File: src/rtl/incr_share_arbiter.sv
// Round-robin arbiter time-sharing one external WIDTH-bit "+1" incrementer
// among NUM_REQ requesters, with a saturating overflow-event counter.
module incr_share_arbiter #(
  parameter int NUM_REQ = 4,
  parameter int WIDTH   = 2,
  parameter int CNT_W   = 8
) (
  input  logic                       clk,
  input  logic                       rst_n,
  input  logic [NUM_REQ-1:0]         req,
  input  logic [NUM_REQ*WIDTH-1:0]   req_val,
  output logic [WIDTH-1:0]           inc_a,
  input  logic [WIDTH-1:0]           inc_sum,
  input  logic                       inc_stat,
  output logic [NUM_REQ-1:0]         gnt,
  output logic [NUM_REQ-1:0]         done,
  output logic [WIDTH-1:0]           result,
  output logic                       ovf,
  output logic                       busy,
  output logic [CNT_W-1:0]           ovf_cnt
);

  localparam int PTR_W = (NUM_REQ > 1) ? $clog2(NUM_REQ) : 1;

  typedef enum logic [1:0] {
    IDLE = 2'd0,
    EXEC = 2'd1,
    RESP = 2'd2
  } state_e;

  state_e               state_q, state_d;
  logic [PTR_W-1:0]     ptr_q, ptr_d;
  logic [NUM_REQ-1:0]   gnt_q, gnt_d;
  logic [NUM_REQ-1:0]   done_q, done_d;
  logic [WIDTH-1:0]     inc_a_q, inc_a_d;
  logic [WIDTH-1:0]     result_q, result_d;
  logic                 ovf_q, ovf_d;
  logic                 busy_q, busy_d;
  logic [CNT_W-1:0]     cnt_q, cnt_d;

  logic                 pick_found_s;
  logic [PTR_W-1:0]     pick_idx_s;
  logic [PTR_W-1:0]     pick_next_s;
  logic [NUM_REQ-1:0]   pick_onehot_s;
  logic [WIDTH-1:0]     pick_val_s;
  int                   scan_idx_s;
  int                   next_idx_s;

  // Round-robin search: first set request at or above ptr, wrapping modulo NUM_REQ.
  always_comb begin
    pick_found_s = 1'b0;
    pick_idx_s   = '0;
    scan_idx_s   = 0;
    for (int k = 0; k < NUM_REQ; k++) begin
      scan_idx_s = int'(ptr_q) + k;
      if (scan_idx_s >= NUM_REQ) begin
        scan_idx_s = scan_idx_s - NUM_REQ;
      end else begin
        scan_idx_s = scan_idx_s;
      end
      if (!pick_found_s && req[PTR_W'(scan_idx_s)]) begin
        pick_found_s = 1'b1;
        pick_idx_s   = PTR_W'(scan_idx_s);
      end else begin
        pick_found_s = pick_found_s;
      end
    end
  end

  // Decode the winner into a one-hot grant, its operand and the next pointer.
  always_comb begin
    pick_onehot_s = '0;
    pick_val_s    = '0;
    next_idx_s    = int'(pick_idx_s) + 1;
    if (next_idx_s >= NUM_REQ) begin
      next_idx_s = 0;
    end else begin
      next_idx_s = next_idx_s;
    end
    pick_next_s = PTR_W'(next_idx_s);
    for (int i = 0; i < NUM_REQ; i++) begin
      if (pick_idx_s == PTR_W'(i)) begin
        pick_onehot_s[i] = 1'b1;
        pick_val_s       = req_val[i*WIDTH +: WIDTH];
      end else begin
        pick_onehot_s[i] = 1'b0;
      end
    end
  end

  // Next-state and registered-output logic of the IDLE/EXEC/RESP sequence.
  always_comb begin
    state_d  = state_q;
    ptr_d    = ptr_q;
    gnt_d    = gnt_q;
    done_d   = done_q;
    inc_a_d  = inc_a_q;
    result_d = result_q;
    ovf_d    = ovf_q;
    cnt_d    = cnt_q;
    case (state_q)
      IDLE: begin
        if (pick_found_s) begin
          state_d = EXEC;
          gnt_d   = pick_onehot_s;
          inc_a_d = pick_val_s;
          ptr_d   = pick_next_s;
        end else begin
          state_d = IDLE;
        end
      end
      EXEC: begin
        // The incrementer output is trusted as-is; no internal cross-check.
        result_d = inc_sum;
        ovf_d    = inc_stat;
        done_d   = gnt_q;
        if (inc_stat && (cnt_q != {CNT_W{1'b1}})) begin
          cnt_d = cnt_q + {{(CNT_W-1){1'b0}}, 1'b1};
        end else begin
          cnt_d = cnt_q;
        end
        state_d = RESP;
      end
      RESP: begin
        gnt_d   = '0;
        done_d  = '0;
        inc_a_d = '0;
        state_d = IDLE;
      end
      default: begin
        gnt_d   = '0;
        done_d  = '0;
        inc_a_d = '0;
        state_d = IDLE;
      end
    endcase
    busy_d = (state_d != IDLE);
  end

  // State and output registers.
  always_ff @(posedge clk or negedge rst_n) begin
    if (!rst_n) begin
      state_q  <= IDLE;
      ptr_q    <= '0;
      gnt_q    <= '0;
      done_q   <= '0;
      inc_a_q  <= '0;
      result_q <= '0;
      ovf_q    <= 1'b0;
      busy_q   <= 1'b0;
      cnt_q    <= '0;
    end else begin
      state_q  <= state_d;
      ptr_q    <= ptr_d;
      gnt_q    <= gnt_d;
      done_q   <= done_d;
      inc_a_q  <= inc_a_d;
      result_q <= result_d;
      ovf_q    <= ovf_d;
      busy_q   <= busy_d;
      cnt_q    <= cnt_d;
    end
  end

  assign inc_a   = inc_a_q;
  assign gnt     = gnt_q;
  assign done    = done_q;
  assign result  = result_q;
  assign ovf     = ovf_q;
  assign busy    = busy_q;
  assign ovf_cnt = cnt_q;

endmodule


File: config.mk
export PLATFORM = sky130hd
export DESIGN_NAME = incr_share_arbiter
export DESIGN_NICKNAME = d
export VERILOG_FILES = /design/src/rtl/incr_share_arbiter.sv
export SDC_FILE = /design/constraint.sdc
export NUM_CORES = 1
export LEC_CHECK = 0
export ABC_AREA = 1
export CAP_MARGIN = 20
export CORE_MARGIN = 2
export CORE_UTILIZATION = 40
export CTS_BUF_LIST = sky130_fd_sc_hd__clkbuf_8
export DETAILED_ROUTE_END_ITERATION = 8
export HOLD_SLACK_MARGIN = 0.12
export PLACE_DENSITY = 0.68
export SLEW_MARGIN = 40
export SYNTH_ARGS = -nofsm -noshare
export SYNTH_HDL_FRONTEND = slang
export SYNTH_SLANG_ARGS = --single-unit
File: constraint.sdc
create_clock -name clk -period 3.55 [get_ports clk]
set_input_delay 0.71 -clock clk [delete_from_list [all_inputs] [get_ports clk]]
set_output_delay 0.71 -clock clk [all_outputs]
set_load 0.01 [all_outputs]
# == Yosys cells after proc, flatten, opt, wreduce, memory -nomap -nowiden ==
# Index checks and enable logic that the tools add are counted.
# word_totals
register_bits,26
wordCells,87
out_inout_bits,22
# classes
n_mux,40
magnitude_cmp,9
bitwise_logic,1
n_addsub,9
n_reduce_logical,13
n_eq_ne,6
# ops
operator,n
$mux W2,14
$mux W1,17
$lt A2 B4 Y1 const B,4
$pmux W4 S2,2
$ge A3 B3 Y1 const B,4
$add A8 B1 Y8 const B,1
$bmux W1 S2,4
$ne A8 B8 Y1 const B,1
$pmux W2 S2,2
$sub A2 B1 Y2 const B,4
$add A2 B1 Y3 const B,2
$add A2 B2 Y3 const B,2
$reduce_and A2 Y1,3
$eq A2 B1 Y1 const B,2
$eq A2 B2 Y1 const B,2
$logic_and A1 B1 Y1,4
$logic_not A2 Y1,2
$mux W4,1
$ge A2 B3 Y1 const B,1
$logic_not A1 Y1,3
$ne A2 B2 Y1 const B,1
$reduce_bool A2 Y1,1
$not A1 Y1,1

# == Longest topological paths before layout ==
# Gate-level depths: netlist of the first run.
# logic_depth
ltp_word,22
ltp_mapped,18
depth_no_buf,17

# == Worst setup path before layout of the first run ==
# Ideal clock, no wire load.
# synth_path
path_type,input port to flip-flop
start,input req[1]
end,"register inc_a_q[0], in the netlist inc_a[0]"
t_required_ns,3.432
stages,14
slack_ns,1.208
t_arrival_ns,2.225
setup_ns,0.118
path_cell_list,inv_1 nand2_1 nand3_1 nand2_2 nor2_8 nand3_4 nand3_1 ha_1 inv_1 or2_2 nand2_1 a21oi_1 nand4_1 nand2_1
# synth_via
elab_chain_cells,20
# synth_rtl
item,line_no,text
from (decl),10,"input logic [NUM_REQ-1:0] req,"
$bmux W1 S2,61,if (!pick_found_s && req[PTR_W'(scan_idx_s)]) begin
$mux W1 (implied by the code) (2 in a row),61,
$mux W1,61,
$logic_not A1 Y1,61,
$logic_and A1 B1 Y1,61,
$mux W1,61,
$logic_not A1 Y1,61,
$logic_and A1 B1 Y1,61,
$mux W1,61,
$logic_not A1 Y1,61,
$logic_and A1 B1 Y1,61,
$mux W2,61,
$logic_not A2 Y1,82,if (pick_idx_s == PTR_W'(i)) begin
$mux W2 (4 in a row),82,
$mux W2,103,if (pick_found_s) begin
$pmux W2 S2,101,case (state_q)
to (signal assigned),157,inc_a_q <= inc_a_d;
to (decl),35,"logic [WIDTH-1:0] inc_a_q, inc_a_d;"
# Parallel ways exist; a longest one is shown, timed or not. The select of a mux whose other input is x is not followed.
# A chain may end at the register's enable or synchronous reset.

# == Worst setup path after layout of the first run ==
# Same ends and word-level chain as after synthesis.

==> out/qor.txt, run 1 <==
run status - finished, final reports clean
CP required - 3.72 ns
Worst setup EP type - flip-flop
Ys Warns - 0
first-pass GRT wire length - 5280 um
Worst Max-Slew Pin Slew - 0.675 ns
cts repair resizes - 0
Die Ht - 65.5 um
vias per cell - 4.73
Initial Util - 41.4%
clk root buf - clkbuf_8
Area Growth Syn to Fin - 32.5%
pre-CTS setup slack - 0.575 ns
leading cell type in the layout, fill and taps excluded - nand2_1
Yosys reg bits - 26
R2R setup slack - 1.10 ns
CP arrival - 2.86 ns
hold_sp - result[1]
setup TNS - 0 ns
routability cong. - 0.853
chip width - 65.5 um
post-layout util - 54.8%
# port buffers - 38
Slew HR - 54.8%
r2r startpoint - ptr_q[0]
kind of critical path - in2reg
dpl cell area - 1950 sq um
vias in the first global route - 1,244
worst min-delay path class - reg2reg
minimum clock period - 2.69 ns
DP Wirelength - 2290 um
most frequent cells in the layout - 58 x nand2_1, 38 x clkdlybuf4s50_1, 26 x dfrtp_1
WL per Instance - 10.5 um
Hold Path Cell Cnt - 2
sequential area share after synthesis - 42.9%
Syn Nets - 206
DRC marker count from the first detailed-route iteration - 47
antenna-violating nets left - 0
# H-tree levels - 1
Max Fclk - 371 MHz
largest net degree at the start of global routing - 27
Post-Syn Instances - 184
TritonCTS buffer count - 3
worst vdd ir - 0.519 mV
Post-CTS Setup Bufs - 0
RSZ-0062 raised after global routing - false
gr usage total - 15.3%
DRC Markers - 0
Fillers - 353
Max Slew Vio Count - 0
layout cells sized above 1 - 14.6%
LEAKAGE - 0.000999 uW
final wirelength - 2880 um
Worst Reg-to-Reg Cells - 15
drt pass-1 iters - 4
power density cells - 938 nW/um^2
Clk Latency, worst-skew pair - 0.26 ns
Reg clk slew, reported paths - 0.09 ns
Fin. Hold Viols - 0
Netlist cell types - 24
Worst setup SP type - input port
hold buffers post-CTS - 0
clk sinks - 26
Bufs on Longest Clock Path - 2
cell area after layout - 2010 sq um
reg2reg end - inc_a[0]
Top Ports - 39
grt total ovfl - 0
CTS tree - yes
vias after detailed routing - 1,297
Worst Hold End - result[1]
post-route setup slack - 0.856 ns
synthesized cell area - 1520 sq um
Die ar. - 4300 sq um
Final Cycle Share - 75.9%
Final setup violation count - 0
worst-path fanout max - 9
antenna violations before repair - 0
Core ar. - 3660 sq um
Post-Syn Area per Cell - 8.23 sq um
clk_skew - 0.00269 ns
number of max-cap violations - 0
Inserted Diodes - 0
# rows - 22
Nets - 249
## area by class of cell
cell class / count / area, sq um / share of cell area, %
multi-input cells: 135 / 766 / 38.2
well taps: 48 / 60.1 / 2.99
inverters: 22 / 87.6 / 4.36
flip-flops and latches: 26 / 651 / 32.4
repair buffers: 39 / 388 / 19.3
clock buffers: 4 / 55.1 / 2.74
## layer usage
layer  GRT usage, %  routed length (um)  share of wire, %
met1           20.2                1430                49
met2           26.4                1350                47
met3           2.74                 101               3.5
met4           3.13                  10              0.35
met5              0                   0                 0
## where the power goes
part / internal, uW / switching [uW]
Combinational: 502 / 677
Clock: 99.0 / 88.9
Sequential: 410 / 105
## synthesized netlist by cell type, drive strengths merged
cell    instances  area [sq um]
a21oi           4          20.0
a22o            4          35.0
buf             1          11.3
dfrtp          26           651
ha              5          62.6
inv            22          87.6
nand2          70           313
nand3          26           143
nand3b          3          22.5
nand4           3          18.8
nor2           11          80.1
o211ai          1          7.51
o21ai           2          13.8
or2             1          6.26
xnor2           1          8.76
xor2            4          35.0
## registers in the layout (all words and copies together), names as in the netlist
register	cells
ovf	1
done	4
ptr_q	2
result	2
inc_a	2
ovf_cnt	8
gnt	4
busy	1
state_q	2
## per-stage QoR
stage	cells	total power [uW]	hold slack [ns]
global placement	270	1690	0.465
global route	274	2080	0.531
CTS	274	1900	0.485
floorplan	184	1360	0.414
finish	274	1880	0.484
detailed placement	270	1710	0.464
## worst max-delay path, cell delays in order
cell             delay (ns)
clkdlybuf4s50_1        0.42
inv_1                  0.07
nand2_1                0.06
nand3_1                0.14
nand2_2                0.11
nor2_8                 0.15
nand3_4                0.14
nand3_1                0.20
ha_1                   0.25
inv_1                  0.08
or2_2                  0.27
nand2_1                0.06
a21oi_1                0.06
nand4_1                0.08
nand2_1                0.05
## cells by family after synthesis
family,share of synthesized area (%)
AO/OA/AOI/OAI,5.04
XOR/XNOR,2.89
adder cells (fa/ha/maj),4.13
buffers and inverters,6.52
flip-flops,42.9
AND/OR/NAND/NOR,38.5
## worst max-delay path by stage
stage | depth (start not counted) | start | end
6_report | 15 | req[1] | inc_a[0]
2_1_floorplan | 14 | req[1] | inc_a[0]
4_1_cts | 15 | req[1] | inc_a[0]
3_5_place_dp | 15 | req[1] | inc_a[0]
3_3_place_gp | 15 | req[1] | inc_a[0]
5_1_grt | 15 | req[1] | inc_a[0]
No activity file was read; power rests on OpenSTA's default activity.
==> inputs of run 2 (changes only) <==
==> constraint.sdc (replaced) <==
create_clock -name clk -period 2.6 [get_ports clk]
set_input_delay 0.52 -clock clk [delete_from_list [all_inputs] [get_ports clk]]
set_output_delay 0.52 -clock clk [all_outputs]
set_load 0.01 [all_outputs]
==> out/qor.txt, run 2 (synthesized netlist as in run 1, its figures left out) <==
Largest register FFs - 8 (unchanged)
Initial Util - 41.4% (unchanged)
cts repair resizes - 0 (unchanged)
run status - finished, final reports clean
Post-CTS Setup Bufs - 0 (unchanged)
WL per Instance - 10.6 um (+0.73%)
worst vdd ir - 0.717 mV (+38%)
kind of critical path - in2reg
Slew HR - 53.9% (-0.94 points)
Reg clk slew, reported paths - 0.09 ns (about the same)
DRC Markers - 0 (unchanged)
antenna-violating nets left - 0 (unchanged)
clk root buf - clkbuf_8
Max Slew Vio Count - 0 (unchanged)
clk_skew - 0.00371 ns (+0.00102 ns)
LEAKAGE - 0.00103 uW (+2.6%)
largest net degree at the start of global routing - 27 (unchanged)
grt total ovfl - 0 (unchanged)
leading cell type in the layout, fill and taps excluded - nand2_1
CP arrival - 2.53 ns (-0.33 ns)
first-pass GRT wire length - 5520 um (+4.6%)
layout cells sized above 1 - 16.6% (+2.0 points)
post-route setup slack - 0.240 ns (-0.616 ns)
Nets - 252 (+1.2%)
drt pass-1 iters - 4 (unchanged)
Final Cycle Share - 90.8%
antenna violations before repair - 0 (unchanged)
vias after detailed routing - 1,330 (+2.5%)
vias in the first global route - 1,300 (+4.5%)
most frequent cells in the layout - 58 x nand2_1, 38 x clkdlybuf4s50_1, 26 x dfrtp_1
setup TNS - 0 ns (unchanged)
Worst Hold Margin - 0.486 ns (+0.00267 ns)
routability cong. - 0.880 (+3.2%)
DRC marker count from the first detailed-route iteration - 41 (-13%)
Bufs on Longest Clock Path - 2 (unchanged)
clk sinks - 26 (unchanged)
Inserted Diodes - 0 (unchanged)
Worst Max-Slew Pin Slew - 0.689 ns (+0.0141 ns)
gr usage total - 16.0% (+0.63 points)
worst min-delay path class - reg2reg
# port buffers - 38 (unchanged)
final wirelength - 2940 um (+1.8%)
hold buffers post-CTS - 0 (unchanged)
# H-tree levels - 1 (unchanged)
Fillers - 359 (+1.7%)
Die Ht - 65.5 um (unchanged)
chip width - 65.5 um (unchanged)
worst-path fanout max - 4 (-5)
DP Wirelength - 2340 um (+2.4%)
Die ar. - 4300 sq um (unchanged)
Fin. Hold Viols - 0 (unchanged)
minimum clock period - 2.36 ns
Core ar. - 3660 sq um (unchanged)
Final setup violation count - 0 (unchanged)
Worst setup SP type - input port
Max Fclk - 424 MHz
CTS tree - yes
Top Ports - 39 (unchanged)
TritonCTS buffer count - 3 (unchanged)
number of max-cap violations - 0 (unchanged)
Worst setup EP type - flip-flop
Clk Latency, worst-skew pair - 0.26 ns (about the same)
# rows - 22 (unchanged)
power density cells - 1320 nW/um^2 (+41%)
CP required - 2.77 ns (-0.95 ns)
Area Growth Syn to Fin - 35.7%
pre-CTS setup slack - -0.0475 ns (-0.622 ns)
total power - 2710 uW (+44%)
vias per cell - 4.80 (+1.4%)
==> run 2: cell count changes in the layout (fill, tap and decap cells not counted) <==
| cell | previous run | this run |
|---|---|---|
| buf_4 | 1 | 4 |
| nand3_1 | 25 | 23 |
| nand3_2 | 0 | 2 |
| bufinv_16 | 0 | 1 |
| clkbuf_8 | 4 | 3 |
==> run 2: final cells by class <==
cell class	count	area, sq um	area share [%]
multi-input combinational	135	776	37.7
sequential	26	651	31.6
timing repair buffer	42	410	20.0
inverter	22	87.6	4.26
tap	48	60.1	2.92
clock buffer	3	41.3	2.01
clock inverter	1	30.0	1.46
==> run 2: per-layer routing <==
layer / up-vias / track usage (%) / wire length [um]
li1: 679 / - / -
met1: 622 / 21.5 / 1390
met2: 27 / 26.5 / 1410
met3: 2 / 3.42 / 131
met4: 0 / 3.13 / 9
met5: - / 0 / 0
==> run 2: through the flow <==
stage	instance area [sq um]	cells	util, %
after floorplan	1520	184	-
after global placement	1970	273	53.9
after detailed placement	1970	273	53.9
after CTS	2050	277	55.9
after global routing	2060	277	56.2
final	2060	277	56.2
==> run 2: path summary, 6_finish.rpt <==
check / startpoint / end / slack [ns] / cells after the start
max: req[1] / inc_a[1] / 0.24 / 17
min: result[0] / result[0] / 0.49 / 2
max reg2reg: ptr_q[0] / inc_a[1] / 0.31 / 17
min reg2reg: result[0] / result[0] / 0.49 / 2
max in group asynchronous: rst_n / ovf / 1.74 / 2
min in group asynchronous: rst_n / ovf_cnt[7] / 0.61 / 2
==> run 2: power breakdown <==
| group | switching (uW) | internal (uW) |
|---|---|---|
| registers | 143 | 559 |
| logic | 941 | 740 |
| clock network | 122 | 206 |
| total | 1210 | 1510 |
==> run 2: critical path, cell delays in order <==
cell	delay, ns
clkdlybuf4s50_1	0.42
inv_1	0.08
nand2_1	0.06
nand3_1	0.15
nand2_2	0.12
nor2_8	0.15
nand3_1	0.08
nand3_1	0.08
nand2_1	0.09
buf_4	0.14
ha_1	0.21
nand2_1	0.08
nand2_1	0.05
o211ai_1	0.08
a21oi_1	0.09
nand4_1	0.09
nand2_1	0.05
==> inputs of run 3 (changes only) <==
--- a/config.mk
+++ b/config.mk
@@ -6,13 +6,13 @@
 export NUM_CORES = 1
 export LEC_CHECK = 0
 export ABC_AREA = 1
-export CAP_MARGIN = 20
+export CAP_MARGIN = 10
 export CORE_MARGIN = 2
 export CORE_UTILIZATION = 40
 export CTS_BUF_LIST = sky130_fd_sc_hd__clkbuf_8
 export DETAILED_ROUTE_END_ITERATION = 8
 export HOLD_SLACK_MARGIN = 0.12
-export PLACE_DENSITY = 0.68
+export PLACE_DENSITY = 0.7
 export SLEW_MARGIN = 40
 export SYNTH_ARGS = -nofsm -noshare
 export SYNTH_HDL_FRONTEND = slang
==> constraint.sdc (replaced) <==
create_clock -name clk -period 2 [get_ports clk]
set_input_delay 0.4 -clock clk [delete_from_list [all_inputs] [get_ports clk]]
set_output_delay 0.4 -clock clk [all_outputs]
set_load 0.01 [all_outputs]
==> out/qor.txt, run 3 (synthesized netlist as in run 1, its figures left out) <==
failing checks - setup timing
Nets - 265 (+5.2%)
drt pass-1 iters - 5 (+1)
Inserted Diodes - 0 (unchanged)
Max Fclk - 468 MHz
power density cells - 1850 nW/um^2 (+40%)
worst min-delay path class - reg2reg
Final setup violation count - 2 (+2)
clk root buf - clkbuf_8
final wirelength - 3400 um (+16%)
CP required - 2.16 ns (-0.61 ns)
minimum clock period - 2.14 ns
WL per Instance - 11.7 um (+10%)
# rows - 22 (unchanged)
vias per cell - 4.73 (-1.4%)
Die ar. - 4300 sq um (unchanged)
Area Growth Syn to Fin - 54.3%
most frequent cells in the layout - 46 x nand2_1, 34 x clkdlybuf4s50_1, 24 x dfrtp_1
chip width - 65.5 um (unchanged)
kind of critical path - reg2reg
Clk Latency, worst-skew pair - 0.26 ns (about the same)
Largest register FFs - 8 (unchanged)
post-route setup slack - -0.136 ns (-0.375 ns)
Worst setup EP type - flip-flop
CP arrival - 2.30 ns (-0.23 ns)
Sw Pwr - 1950 uW (+62%)
DRC Markers - 0 (unchanged)
vias in the first global route - 1,315 (+1.2%)
Clk pwr share - 9.8% (-2.3 points)
largest net degree at the start of global routing - 27 (unchanged)
grt total ovfl - 0 (unchanged)
# port buffers - 38 (unchanged)
Int Pwr - 2370 uW (+57%)
Final Cycle Share - 107%
DRC marker count from the first detailed-route iteration - 61 (+49%)
Die Ht - 65.5 um (unchanged)
# H-tree levels - 1 (unchanged)
Max Slew Vio Count - 0 (unchanged)
Core ar. - 3660 sq um (unchanged)
logic gate share of total power - 69.1% (+7.1 points)
Worst Hold Margin - 0.491 ns (+0.00471 ns)
hold buffers post-CTS - 0 (unchanged)
LEAKAGE - 0.00115 uW (+12%)
first-pass GRT wire length - 5530 um (+0.11%)
number of max-cap violations - 0 (unchanged)
leading cell type in the layout, fill and taps excluded - nand2_1
pre-CTS setup slack - -0.510 ns (-0.463 ns)
CTS tree - yes
Fin. Hold Viols - 0 (unchanged)
routability cong. - 0.840 (-4.6%)
Worst setup SP type - flip-flop
Bufs on Longest Clock Path - 2 (unchanged)
worst-path fanout max - 8 (+4)
antenna violations before repair - 0 (unchanged)
worst vdd ir - 1.15 mV (+60%)
antenna-violating nets left - 0 (unchanged)
DP Wirelength - 2430 um (+3.9%)
Top Ports - 39 (unchanged)
Worst Max-Slew Pin Slew - 0.333 ns (-0.356 ns)
Reg power frac - 21.1% (-4.8 points)
RSZ-0062 raised after global routing - true
Slew HR - 77.7% (+24 points)
Reg clk slew, reported paths - 0.09 ns (about the same)
run status - finished with violations
TritonCTS buffer count - 3 (unchanged)
Initial Util - 41.4% (unchanged)
switching power share of the total - 45.2% (+0.73 points)
gr usage total - 16.4% (+0.42 points)
clk_skew - 0.00174 ns (-0.00197 ns)
vias after detailed routing - 1,373 (+3.2%)
layout cells sized above 1 - 33.5% (+17 points)
clk sinks - 26 (unchanged)
[run 3: cell count changes in the layout (fill, tap and decap cells not counted), sizes merged]
cell	delta
buf	+13
clkdlybuf4s50	-4
dlygate4sd2	+2
dlymetal6s2s	+2
[run 3: layer usage]
layer  GRT usage, %  vias to the layer above  share of wire (%)
met5              0                        -                  0
met4           4.69                        0                  0
met3           1.54                        0                2.1
met2           29.1                       25                 55
met1           21.1                      641                 43
li1               -                      707                  -
[run 3: repair_timing]
action | CTS | global route
gates cloned | 0 | 0
endpoints found under the setup margin | 3 | 5
resized for setup | 29 | 22
pin swaps | 23 | 9
setup buffers | 5 | 0
[run 3: area by class of cell]
class / instances / area (sq um)
Clock buffer: 3 / 41.3
Clock inverter: 1 / 30.0
Fill cell: 315 / 1320
Inverter: 22 / 92.6
Multi-Input combinational cell: 135 / 943
Sequential cell: 26 / 653
Tap cell: 48 / 60.1
Timing Repair Buffer: 55 / 518
[run 3: power by group through the flow]
stage	combinational [uW]	sequential, uW	clock [uW]
3_5_place_dp	2430	915	0
5_1_grt	3280	937	460
4_1_cts	2710	910	431
3_3_place_gp	2380	913	0
6_report	2990	911	423
2_1_floorplan	1560	938	0
[run 3: worst max-delay path: stages (launching register included)]
cell,delay [ns]
dfrtp_2,0.49
inv_6,0.12
nand2_2,0.09
nand3_4,0.10
nand2_4,0.08
nor2_8,0.13
nand4_1,0.14
nand2_4,0.15
inv_4,0.05
ha_4,0.15
buf_4,0.14
a21oi_2,0.09
nand2_1,0.05
nand2_1,0.06
a21oi_1,0.06
nand4_1,0.06
nand2_1,0.05
[run 3: through the flow]
step	util (%)	power (uW)	cells	TNS, ns	instance area (sq um)
finish	63.9	4320	290	-0.224	2340
global route	63.9	4680	290	-0.456	2340
CTS	61.4	4050	290	-0.163	2250
detailed placement	56.3	3340	281	-1.89	2060
global placement	56.3	3300	281	-1.72	2060
floorplan	-	2500	184	0	1540
[run 3: path summary, 6_finish.rpt]
check                              start   endpoint  slack [ns]  depth (start not counted)
worst max register to register  ptr_q[0]   inc_a[0]       -0.14                         16
worst max-delay path            ptr_q[0]   inc_a[0]       -0.14                         16
worst min register to register       ovf        ovf        0.49                          2
max in group asynchronous          rst_n   ptr_q[0]        1.25                          2
worst min-delay path                 ovf        ovf        0.49                          2
min in group asynchronous          rst_n  result[1]        0.50                          2
